<file path="config.mk">
export PLATFORM = sky130hd
export DESIGN_NAME = tqvp_vgacon_term_ctrl
export DESIGN_NICKNAME = d
export VERILOG_FILES = /design/src/rtl/tqvp_vgacon_term_ctrl.sv
export SDC_FILE = /design/constraint.sdc
export NUM_CORES = 1
export LEC_CHECK = 0
export ABC_CLOCK_PERIOD_IN_PS = 3940
export CAP_MARGIN = 15
export CORE_MARGIN = 5
export CORE_UTILIZATION = 25
export CTS_CLUSTER_SIZE = 14
export DETAILED_ROUTE_END_ITERATION = 8
export HOLD_SLACK_MARGIN = 0.15
export PLACE_DENSITY = 0.55
export SYNTH_ARGS = -nofsm -noshare
export SYNTH_HDL_FRONTEND = slang
export SYNTH_SLANG_ARGS = --single-unit
</file>
<file path="constraint.sdc">
create_clock -name clk -period 3.94 [get_ports clk]
set_input_delay 0.394 -clock clk [delete_from_list [all_inputs] [get_ports clk]]
set_output_delay 0.394 -clock clk [all_outputs]
set_load 0.02 [all_outputs]
</file>
<file path="src/rtl/tqvp_vgacon_term_ctrl.sv">
// tqvp_vgacon_term_ctrl: terminal byte interpreter with hardware cursor, scroll and clear sequencing
module tqvp_vgacon_term_ctrl #(
  parameter int NUM_ROWS = 3,
  parameter int NUM_COLS = 10,
  parameter int ADDR_W = $clog2(NUM_ROWS*NUM_COLS)
) (
  input  logic              clk,
  input  logic              rst_n,
  input  logic              cmd_valid,
  input  logic [7:0]        cmd_data,
  output logic              cmd_ready,
  input  logic [1:0]        color,
  output logic              buf_we,
  output logic [ADDR_W-1:0] buf_waddr,
  output logic [8:0]        buf_wdata,
  output logic [ADDR_W-1:0] buf_raddr,
  input  logic [8:0]        buf_rdata,
  output logic [1:0]        cursor_row,
  output logic [3:0]        cursor_col,
  output logic              busy
);
  typedef enum logic [1:0] {IDLE, SCROLL_COPY, SCROLL_CLEAR, CLEAR} state_t;
  localparam logic [8:0]        BLANK     = 9'h020;
  localparam logic [3:0]        COL_LAST  = 4'(NUM_COLS-1);
  localparam logic [1:0]        ROW_LAST  = 2'(NUM_ROWS-1);
  localparam logic [ADDR_W-1:0] COLS      = ADDR_W'(NUM_COLS);
  localparam logic [ADDR_W-1:0] COPY_LAST = ADDR_W'((NUM_ROWS-1)*NUM_COLS-1);
  localparam logic [ADDR_W-1:0] CELL_LAST = ADDR_W'(NUM_ROWS*NUM_COLS-1);
  state_t state, state_n;
  logic [ADDR_W-1:0] p, p_n, waddr_n, cur_addr;
  logic [8:0] wdata_n;
  logic [1:0] row_n;
  logic [3:0] col_n;
  logic we_n, lf, printable;
  assign cmd_ready = state == IDLE;
  assign busy = ~cmd_ready;
  assign buf_raddr = (state == SCROLL_COPY) ? p + COLS : '0;
  assign cur_addr = ADDR_W'(cursor_row) * COLS + ADDR_W'(cursor_col);
  assign printable = cmd_data >= 8'h20 && cmd_data <= 8'h7e;
  always_comb begin
    state_n = state;
    p_n = p;
    row_n = cursor_row;
    col_n = cursor_col;
    we_n = 1'b0;
    waddr_n = buf_waddr;
    wdata_n = buf_wdata;
    lf = 1'b0;
    case (state)
      IDLE: if (cmd_valid) begin
        if (printable) begin
          we_n = 1'b1;
          waddr_n = cur_addr;
          wdata_n = {color, cmd_data[6:0]};
          if (cursor_col < COL_LAST) col_n = cursor_col + 4'd1;
          else lf = 1'b1;
        end else if (cmd_data == 8'h0a) lf = 1'b1;
        else if (cmd_data == 8'h0d) col_n = '0;
        else if (cmd_data == 8'h08 && cursor_col != '0) begin
          col_n = cursor_col - 4'd1;
          we_n = 1'b1;
          waddr_n = cur_addr - ADDR_W'(1);
          wdata_n = BLANK;
        end else if (cmd_data == 8'h0c) begin
          row_n = '0;
          col_n = '0;
          p_n = '0;
          state_n = CLEAR;
        end
        // A wrapping printable is already latched for the last cell; the copy lifts it a row.
        if (lf) begin
          col_n = '0;
          if (cursor_row < ROW_LAST) row_n = cursor_row + 2'd1;
          else begin
            p_n = '0;
            state_n = SCROLL_COPY;
          end
        end
      end
      SCROLL_COPY: begin
        we_n = 1'b1;
        waddr_n = p;
        wdata_n = buf_rdata;
        p_n = p + ADDR_W'(1);
        if (p == COPY_LAST) state_n = SCROLL_CLEAR;
      end
      default: begin
        we_n = 1'b1;
        waddr_n = p;
        wdata_n = BLANK;
        p_n = (p == CELL_LAST) ? '0 : p + ADDR_W'(1);
        if (p == CELL_LAST) state_n = IDLE;
      end
    endcase
  end
  always_ff @(posedge clk or negedge rst_n) begin
    if (!rst_n) begin
      state <= IDLE;
      p <= '0;
      cursor_row <= '0;
      cursor_col <= '0;
      buf_we <= 1'b0;
      buf_waddr <= '0;
      buf_wdata <= '0;
    end else begin
      state <= state_n;
      p <= p_n;
      cursor_row <= row_n;
      cursor_col <= col_n;
      buf_we <= we_n;
      buf_waddr <= waddr_n;
      buf_wdata <= wdata_n;
    end
  end
endmodule
</file>
# Word-level counts from Yosys, hierarchy flattened
# Index checks and enable logic that the tools add are counted.
dict set report word_totals {
  register_bits 28
  latch_bits 0
  mem_bits_rw 0
  romBits 0
  inputBits 22
  out_inout_bits 28
  word_cells 103
  n_memories 0
}
dict set report classes {
  addsub 7
  mul 1
  div_mod_pow 0
  magnitude_cmp 4
  eq_ne 14
  shifts 0
  muxes 59
  bitwise 1
  reduce_logical 10
}
# op count
set ops {}
lappend ops {{5-bit two-way mux} 16}
lappend ops {{9-bit two-way mux} 5}
lappend ops {{2-bit two-way mux} 17}
lappend ops {{8-bit by 4-bit == test with 1-bit output, second input constant} 4}
lappend ops {{4-bit two-way mux} 7}
lappend ops {{9-bit case mux with 2 select lines} 1}
lappend ops {{1-bit two-way mux} 11}
lappend ops {{5-bit == test, second input constant} 2}
lappend ops {{5-bit case mux with 2 select lines} 1}
lappend ops {{8-bit by 6-bit greater-or-equal comparator with 1-bit output, second input constant} 1}
lappend ops {{8-bit by 7-bit <= comparator with 1-bit output, second input constant} 1}
lappend ops {{3-bit by 1-bit != test with 1-bit output, second input constant} 2}
lappend ops {{3-bit != test, second input constant} 2}
lappend ops {{5-bit by 1-bit adder with 5-bit output, second input constant} 1}
lappend ops {{5-bit by 4-bit adder with 5-bit output} 1}
lappend ops {{5-bit by 4-bit adder with 5-bit output, second input constant} 1}
lappend ops {{5-bit AND reduction} 1}
lappend ops {{5-bit nonzero test} 1}
lappend ops {{5-bit by 1-bit subtractor with 5-bit output, second input constant} 1}
lappend ops {{4-bit by 1-bit adder with 4-bit output, second input constant} 1}
lappend ops {{4-bit < comparator, second input constant} 1}
lappend ops {{2-bit by 3-bit multiplier with 4-bit output, second input constant} 1}
lappend ops {{2-bit case mux with 2 select lines} 1}
lappend ops {{4-bit AND reduction} 1}
lappend ops {{14 further kinds} 15}

# Logic depth before layout (Yosys ltp)
# Gate-level depths: netlist (run 1).
dict set report depth {
  depth_word 10
  mapped_depth 8
  ltp_nobuf 7
}

# Worst setup path before layout (run 1)
# Ideal clock, no wire load.
dict set report synth_path {
  kind {register to register}
  from {register cursor_col[0]}
  to {register cursor_col[1]}
  setup_time_ps 125
  arrival_ps 2065
  required_time_ps 3815
  setup_slack_ps 1750
  path_stages_with_launch 8
  n_path_buf 0
  period_less_slack_ps 2190
  path_cell_list {dfrtp_1 -> inv_1 -> ha_1 -> or3b_2 -> a21oi_1 -> o211ai_2 -> and2_4 -> mux2_4}
}
dict set report synth_between {
  elab_chain_cells 7
  elab_cells_between_ends 19
  cone_classes {2 x add/sub; 1 x order compare; 2 x eq/ne; 10 x mux; 4 x reduce/logical}
}
# element line_no
set synth_rtl {}
lappend synth_rtl {{start, declared} 19} ;# output logic [3:0] cursor_col,
lappend synth_rtl {{start signal, assigned} 109} ;# cursor_col <= col_n;
lappend synth_rtl {{4-bit < comparator / 4-bit nonzero test (equally long branches)} {55, 59}}
lappend synth_rtl {{1-bit two-way mux / 1-bit logical AND (equally long branches)} {55, 59}}
lappend synth_rtl {{1-bit two-way mux / 4-bit two-way mux (equally long branches)} {51, 59}}
lappend synth_rtl {{1-bit two-way mux / 4-bit two-way mux (equally long branches)} {50, 58}}
lappend synth_rtl {{1-bit two-way mux / 4-bit two-way mux (equally long branches)} {49, 57}}
lappend synth_rtl {{3-bit by 1-bit != test with 1-bit output (no line), or another cell as far along} -}
lappend synth_rtl {{5-bit AND reduction (no line) / 4-bit two-way mux (equally long branches)} -}
# Several ways; a longest one is shown, not always the timed one. The select of a mux whose other input is x is not followed.
# A chain may end at the register's enable or synchronous reset.

# Worst setup path in the final report (run 1)
dict set report layout_path {
  from {register state[0]}
  to {output port cmd_ready}
}
dict set report layout_between {
  elab_chain_cells 1
}
# element line_no
set layout_rtl {}
lappend layout_rtl {{start, declared} 29} ;# state_t state, state_n;
lappend layout_rtl {{start signal, assigned} 106} ;# state <= state_n;
lappend layout_rtl {{2-bit logical NOT} 35} ;# assign cmd_ready = state == IDLE;
lappend layout_rtl {{end, declared} 11} ;# output logic cmd_ready,
# Every way passes these cells.

==> results of run 1 <==
## logic make-up after synthesis
logic type,synth area share
AOI/OAI and AO/OA,0.230
xor gates and xnor gates,0.0317
muxes,0.0349
and+or+nand+nor,0.227
adders and majority gates,0.0686
buffers and inverters,0.0453
DFF,0.362
## synth_stat cells, drive strengths merged (2+ instances only)
library cell and n:
nand2 22, nor2 14, clkbuf 4, dfrtp 28, nand4 6, a31oi 4
xor2 3, buf 4, o21ai 6, nor3 9, inv 11, and3 4
and2 6, nand2b 6, a21oi 17, nand3b 2, o211ai 5, nand3 7
o22ai 3, o31ai 2, xnor2 4, o221ai 2, o32ai 2, a22oi 9
a311oi 2, ha 9, mux2 3, mux2i 3, o21a 3
## metal layers
metal  vias to the layer above  track usage  share of wire
met1                       859        0.153           0.47
li1                        866            -              -
met2                        33        0.188           0.49
met4                         0       0.0192         0.0057
met3                         2       0.0257          0.036
met5                         -            0              0
## layout by cell type, fill, tap and decap left out, types with 4 or more instances in the layout
cell | netlist | final
clkdlybuf4s50_1 | 0 | 49
dfrtp_1 | 28 | 28
nand2_1 | 22 | 22
a21oi_1 | 17 | 17
nor2_1 | 14 | 14
inv_1 | 11 | 11
nor3_1 | 9 | 9
a22oi_1 | 9 | 9
ha_1 | 9 | 9
nand3_1 | 7 | 7
nand2b_1 | 6 | 6
and2_1 | 4 | 4
nand4_1 | 4 | 4
and3_1 | 4 | 4
o211ai_1 | 4 | 4
a31oi_1 | 4 | 4
xnor2_1 | 4 | 4
## flip-flops by register name (all words and copies together), names as in the netlist
signal / count
buf_we: 1
cursor_row: 2
p: 5
buf_wdata: 9
buf_waddr: 5
state: 2
cursor_col: 4
## final timing paths
kind,slack (ns),cells after the start,from,end
max,1.21,3,state[0],cmd_ready
min,0.48,2,rst_n,buf_we
max reg2reg,1.57,5,state[0],cursor_col[1]
min reg2reg,0.57,2,buf_wdata[7],buf_wdata[7]
max in group asynchronous,3.18,2,rst_n,buf_waddr[2]
min in group clk,0.57,2,buf_wdata[7],buf_wdata[7]
## per-stage QoR
step | total power [mW] | utilization | hold WS [ns] | cell area, sq um
after floorplan | 1.11 | - | 0.0984 | 1930
after detailed placement | 1.49 | 0.329 | 0.541 | 2510
after global routing | 1.84 | 0.338 | 0.508 | 2580
after CTS | 1.73 | 0.338 | 0.492 | 2580
after global placement | 1.48 | 0.329 | 0.535 | 2510
final | 1.71 | 0.338 | 0.481 | 2580
## power by group through the flow
stage | logic (mW) | registers, mW | clock network [mW]
3_5_place_dp | 0.927 | 0.560 | 0
3_3_place_gp | 0.919 | 0.562 | 0
6_report | 0.918 | 0.552 | 0.237
2_1_floorplan | 0.498 | 0.616 | 0
5_1_grt | 1.01 | 0.574 | 0.255
4_1_cts | 0.931 | 0.555 | 0.241
## cell type report
| class | count | area, sq um |
|---|---|---|
| fill | 793 | 5060 |
| sequential | 28 | 701 |
| timing repair buffer | 50 | 498 |
| inverter | 11 | 41.3 |
| multi-input combinational | 165 | 1150 |
| clock inverter | 1 | 30.0 |
| clock buffer | 3 | 41.3 |
| tap | 102 | 128 |
==> metrics.md, run 1 <==
| Metric | Value |
|---|---|
| Status | `completed` |
| Via count | `between 1.5k and 2k` |
| Max FO, Critical Path | `20` |
| Via/cell ratio | `roughly 5` |
| Power share of the combinational group | `0.538` |
| Synth warn | `0` |
| DRT Pass-1 Iters | `4` |
| Worst slew margin | `0.565` |
| Leakage | `1.04 nW` |
| Inst Count DP | `between 300 and 400` |
| Routed len/inst | `roughly 15 um` |
| Worst hold-check path type | `input port to async pin` |
| P_sw | `approximately 0.74 mW` |
| CTS tree | `done` |
| Max Cap Violations | `0` |
| Number of remaining DRC errors | `0` |
| Kind of critical path | `flop to output port` |
| Initial antenna violation count | `0` |
| Max-slew violation count | `0` |
| H-tree depth | `1` |
| Worst path bufs/invs | `2` |
| WL final | `around 5400 um` |
| Buffers on Ports | `just under 50` |
| Root Driver | `clkbuf_8` |
| CP max stage cell | `clkdlybuf4s50_1` |
| Delay-heaviest family, CP | `buffers and inverters` |
| Clk pwr share | `0.139` |
| DP Wirelength | `4090 um` |
| Post-synthesis instance area | `1930 sq um` |
| Asr flop ratio synth | `1.00` |
| Seq/Total Area, Yosys | `0.362` |
| Final ANT Viol Nets | `0` |
| Syn avg cell area | `~9 sq um` |
| Die ar. | `between 9000 and 10000 sq um` |
| Nets | `roughly 290` |
| Post-synth EDFFs | `0` |
| Total grt overflow | `0` |
| Worst Path Arrival | `approximately 2.3 ns` |
| Critical Path Max Stage Delay | `0.70 ns` |
| Clock latency on the worst-skew pair | `0.28 ns` |
| # setup viols final | `0` |
| Share of cells above drive strength 1 | `0.0736` |
| Number of global-route vias before repair | `about 1.8k` |
| Setup ws final | `roughly 1.2 ns` |
| Yosys top cell area share | `0.362` |
| Post_cts resized | `0` |
| Post-synth top flop | `dfrtp_1` |
| Reg clk slew, reported paths | `approximately 0.11 ns` |
| Final Instance Count excl. Fillers | `360` |
| Achievable Freq | `around 370 MHz` |
| Total negative slack | `0 ns` |
| Fin. Hold Viols | `0` |
| Fin Clk Skew | `0.00603 ns` |
| Cell accounting for the most synthesized area | `dfrtp_1` |
| Largest net degree at the start of global routing | `29` |
| Setup bufs post-CTS | `0` |
| Sw frac | `0.432` |
| Top cells by area, synth | `dfrtp_1 (36%), ha_1 (5.8%), a21oi_1 (4.4%)` |
| Num ports | `50` |
| Min Tclk post-route | `around 2.7 ns` |
| CP Cell Sequence | `or2_2 -> inv_1 -> clkdlybuf4s50_1` |
| CTS sink count | `28` |
| Initial core utilization | `0.253` |
| Core area | `7650 sq um` |
| First-iteration detailed-routing DRC count | `between 90 and 100` |
| Area delta synth->final | `33.6%` |
| Number of core rows | `32` |
| Data required, critical path | `3.55 ns` |
| TritonCTS Buffers | `3` |
| RSZ-0062 raised after global routing | `no` |
| CTS max path bufs | `2` |
| Startpoint Class | `flop` |
| CTS hold repair buffers | `0` |
| Internal power | `slightly below 1 mW` |
| Tcrit/Tclk final | `0.692` |
| Post-Place Setup Slack | `~1.2 ns` |
| Global-route wire length before repair | `roughly 9000 um` |
| GR Util All Layers | `0.113` |
| Yosys cell types | `50` |
| Die W | `about 98 um` |
| N_diodes | `0` |
| Post-synthesis cell count | `about 210` |
| Total power divided by cell area | `roughly 660 nW/um^2` |
| VDD IR max | `between 0.15 and 0.2 mV` |
| Height of the chip | `between 90 and 100 um` |
| Slew @ Worst Pin | `~0.65 ns` |
| Seq cells post-synth | `28` |
| Sequential power share | `0.323` |
| Syn nets | `about 240` |
| Placer's final routability congestion estimate | `between 0.7 and 0.8` |
| Endpoint class of the critical path | `output port` |
No activity file was read; power rests on OpenSTA's default activity.
==> run 2, diff against run 1 <==
Settings changed: ABC_CLOCK_PERIOD_IN_PS 3940 to 2600.
Clock period 3.94 ns to 2.6 ns, I/O delays scaled along.
==> run 2 against run 1 <==
Die area did not move. Utilization grew 0.98 points. Critical path type unchanged. Power grew 54%. Routed wire length grew 2.1%. Highest routed layer unchanged. Clock skew down 0.0021 ns. Hold slack worse by 0.11 ns. Cell count rose by 2.8%. Critical endpoint unchanged.
==> metrics.md, run 2 (same netlist as run 1, synthesis figures left out) <==
| Metric | Value |
|---|---|
| Status | `completed` |
| Worst path bufs/invs | `2 (unchanged)` |
| Slew @ Worst Pin | `0.528 ns (-0.123 ns)` |
| Max Cap Violations | `0 (unchanged)` |
| First-iteration detailed-routing DRC count | `73 (-20%)` |
| Via/cell ratio | `4.84 (-1.1%)` |
| Total power divided by cell area | `988 nW/um^2 (+50%)` |
| Placer's final routability congestion estimate | `0.782 (+1.8%)` |
| Root Driver | `clkbuf_8` |
| CP max stage cell | `clkdlybuf4s50_1` |
| Commonest non-fill, non-tap cell in the layout | `clkdlybuf4s50_1` |
| Number of core rows | `32 (unchanged)` |
| Nets | `301 (+3.4%)` |
| Number of flip-flops in the largest register | `9 (unchanged)` |
| Height of the chip | `98.0 um (unchanged)` |
| Routed len/inst | `14.9 um (-0.69%)` |
| Reg clk slew, reported paths | `0.10 ns (about the same)` |
| VDD IR max | `0.256 mV (+38%)` |
| CTS sink count | `28 (unchanged)` |
| Die ar. | `9600 sq um (unchanged)` |
| Number of global-route vias before repair | `1830 (+2.7%)` |
| TritonCTS Buffers | `3 (unchanged)` |
| Number of remaining DRC errors | `0 (unchanged)` |
| Final ANT Viol Nets | `0 (unchanged)` |
| Num ports | `50 (unchanged)` |
| Area delta synth->final | `37.5%` |
| Startpoint Class | `flop` |
| FF+latch area | `701 sq um (unchanged)` |
| Max FO, Critical Path | `9 (-55%)` |
| Max-slew violation count | `0 (unchanged)` |
| Achievable Freq | `approximately 450 MHz` |
| Critical Path Max Stage Delay | `0.67 ns (-0.03 ns)` |
| GR Util All Layers | `0.119 (+0.00512)` |
| Initial antenna violation count | `0 (unchanged)` |
| Final Instance Count excl. Fillers | `370 (+2.8%)` |
| DRT Pass-1 Iters | `4 (unchanged)` |
| Worst Path Arrival | `1.99 ns (-0.34 ns)` |
| CTS hold repair buffers | `0 (unchanged)` |
| Data required, critical path | `2.34 ns (-1.21 ns)` |
| Setup bufs post-CTS | `0 (unchanged)` |
| Hold_ws | `0.367 ns (-0.114 ns)` |
| Worst hold-check path type | `input port to async pin` |
| Clock latency on the worst-skew pair | `0.28 ns (about the same)` |
| Core area | `7650 sq um (unchanged)` |
| Min Tclk post-route | `between 2 and 2.5 ns` |
| N_diodes | `0 (unchanged)` |
| Largest net degree at the start of global routing | `29 (unchanged)` |
| Global-route wire length before repair | `9490 um (+4.5%)` |
| Die W | `98.0 um (unchanged)` |
| Delay-heaviest family, CP | `buffers and inverters` |
| Worst slew margin | `0.647 (+0.0822)` |
| Leakage | `1.09 nW (+4.7%)` |
| Final core occ | `0.348 (+0.00982)` |
| Fin. Hold Viols | `0 (unchanged)` |
| Via count | `1789 (+1.6%)` |
| Total grt overflow | `0 (unchanged)` |
| WL final | `5530 um (+2.1%)` |
| Most frequent cells in the layout | `clkdlybuf4s50_1 (49), dfrtp_1 (28), nand2_1 (22)` |
| Biggest register | `buf_wdata` |
| Kind of critical path | `flop to output port` |
| Total negative slack | `0 ns (unchanged)` |
| Buffers on Ports | `49 (unchanged)` |
| RSZ-0062 raised after global routing | `no` |
| Initial core utilization | `0.253 (unchanged)` |
| Total of fill cells in the finished design | `800 (+0.88%)` |
| DP Wirelength | `4300 um (+5.1%)` |
| Biggest regs | `buf_wdata: 9 flops, buf_waddr: 5 flops, p: 5 flops` |
| Fin Clk Skew | `0.00389 ns (-0.00215 ns)` |
| Share of cells above drive strength 1 | `0.108 (+0.0346)` |
| H-tree depth | `1 (unchanged)` |
| Multi-input gate area | `1150 sq um (unchanged)` |
| CTS max path bufs | `2 (unchanged)` |
| Inst Count DP | `366 (+2.8%)` |
| # setup viols final | `0 (unchanged)` |
| CP Cell Sequence | `or2_2 -> inv_1 -> clkdlybuf4s50_1` |
| Tcrit/Tclk final | `0.864` |
| Post_cts resized | `0 (unchanged)` |
| Endpoint class of the critical path | `output port` |
| CTS tree | `done` |
==> run 2: report_power, final <==
part,switching (mW),internal [mW]
sequential,0.199,0.619
clock,0.149,0.206
combinational,0.773,0.683
total,1.12,1.51
==> run 2: cell type report <==
type,instances,share of cell area
Multi-Input combinational cell,165,0.431
Sequential cell,28,0.263
Timing Repair Buffer,60,0.215
Tap cell,102,0.0480
Clock buffer,3,0.0155
Inverter,11,0.0155
Clock inverter,1,0.0113
==> run 2: final timing paths <==
| path | end | slack [ns] | startpoint | depth (start not counted) |
|---|---|---|---|---|
| worst max-delay path | cmd_ready | 0.35 | state[0] | 3 |
| worst min-delay path | buf_we | 0.37 | rst_n | 2 |
| worst max register to register | cursor_col[1] | 0.44 | cursor_col[1] | 7 |
| worst min register to register | buf_wdata[1] | 0.55 | buf_wdata[1] | 2 |
| max in group asynchronous | buf_waddr[1] | 1.95 | rst_n | 2 |
| min in group clk | buf_wdata[1] | 0.55 | buf_wdata[1] | 2 |
==> run 2: metal layers <==
metal	vias up	wire length (um)	track usage
met3	2	196	0.0193
met5	-	0	0
met2	40	2690	0.199
met1	856	2620	0.161
li1	891	-	-
met4	0	30	0.0256
==> run 2: stage by stage <==
stage               power [mW]  setup slack [ns]  instance area (sq um)
floorplan                 1.69             0.410                   1930
global placement          2.29             0.337                   2590
detailed placement        2.31             0.311                   2590
CTS                       2.67             0.329                   2660
global route              2.84             0.219                   2660
finish                    2.63             0.355                   2660
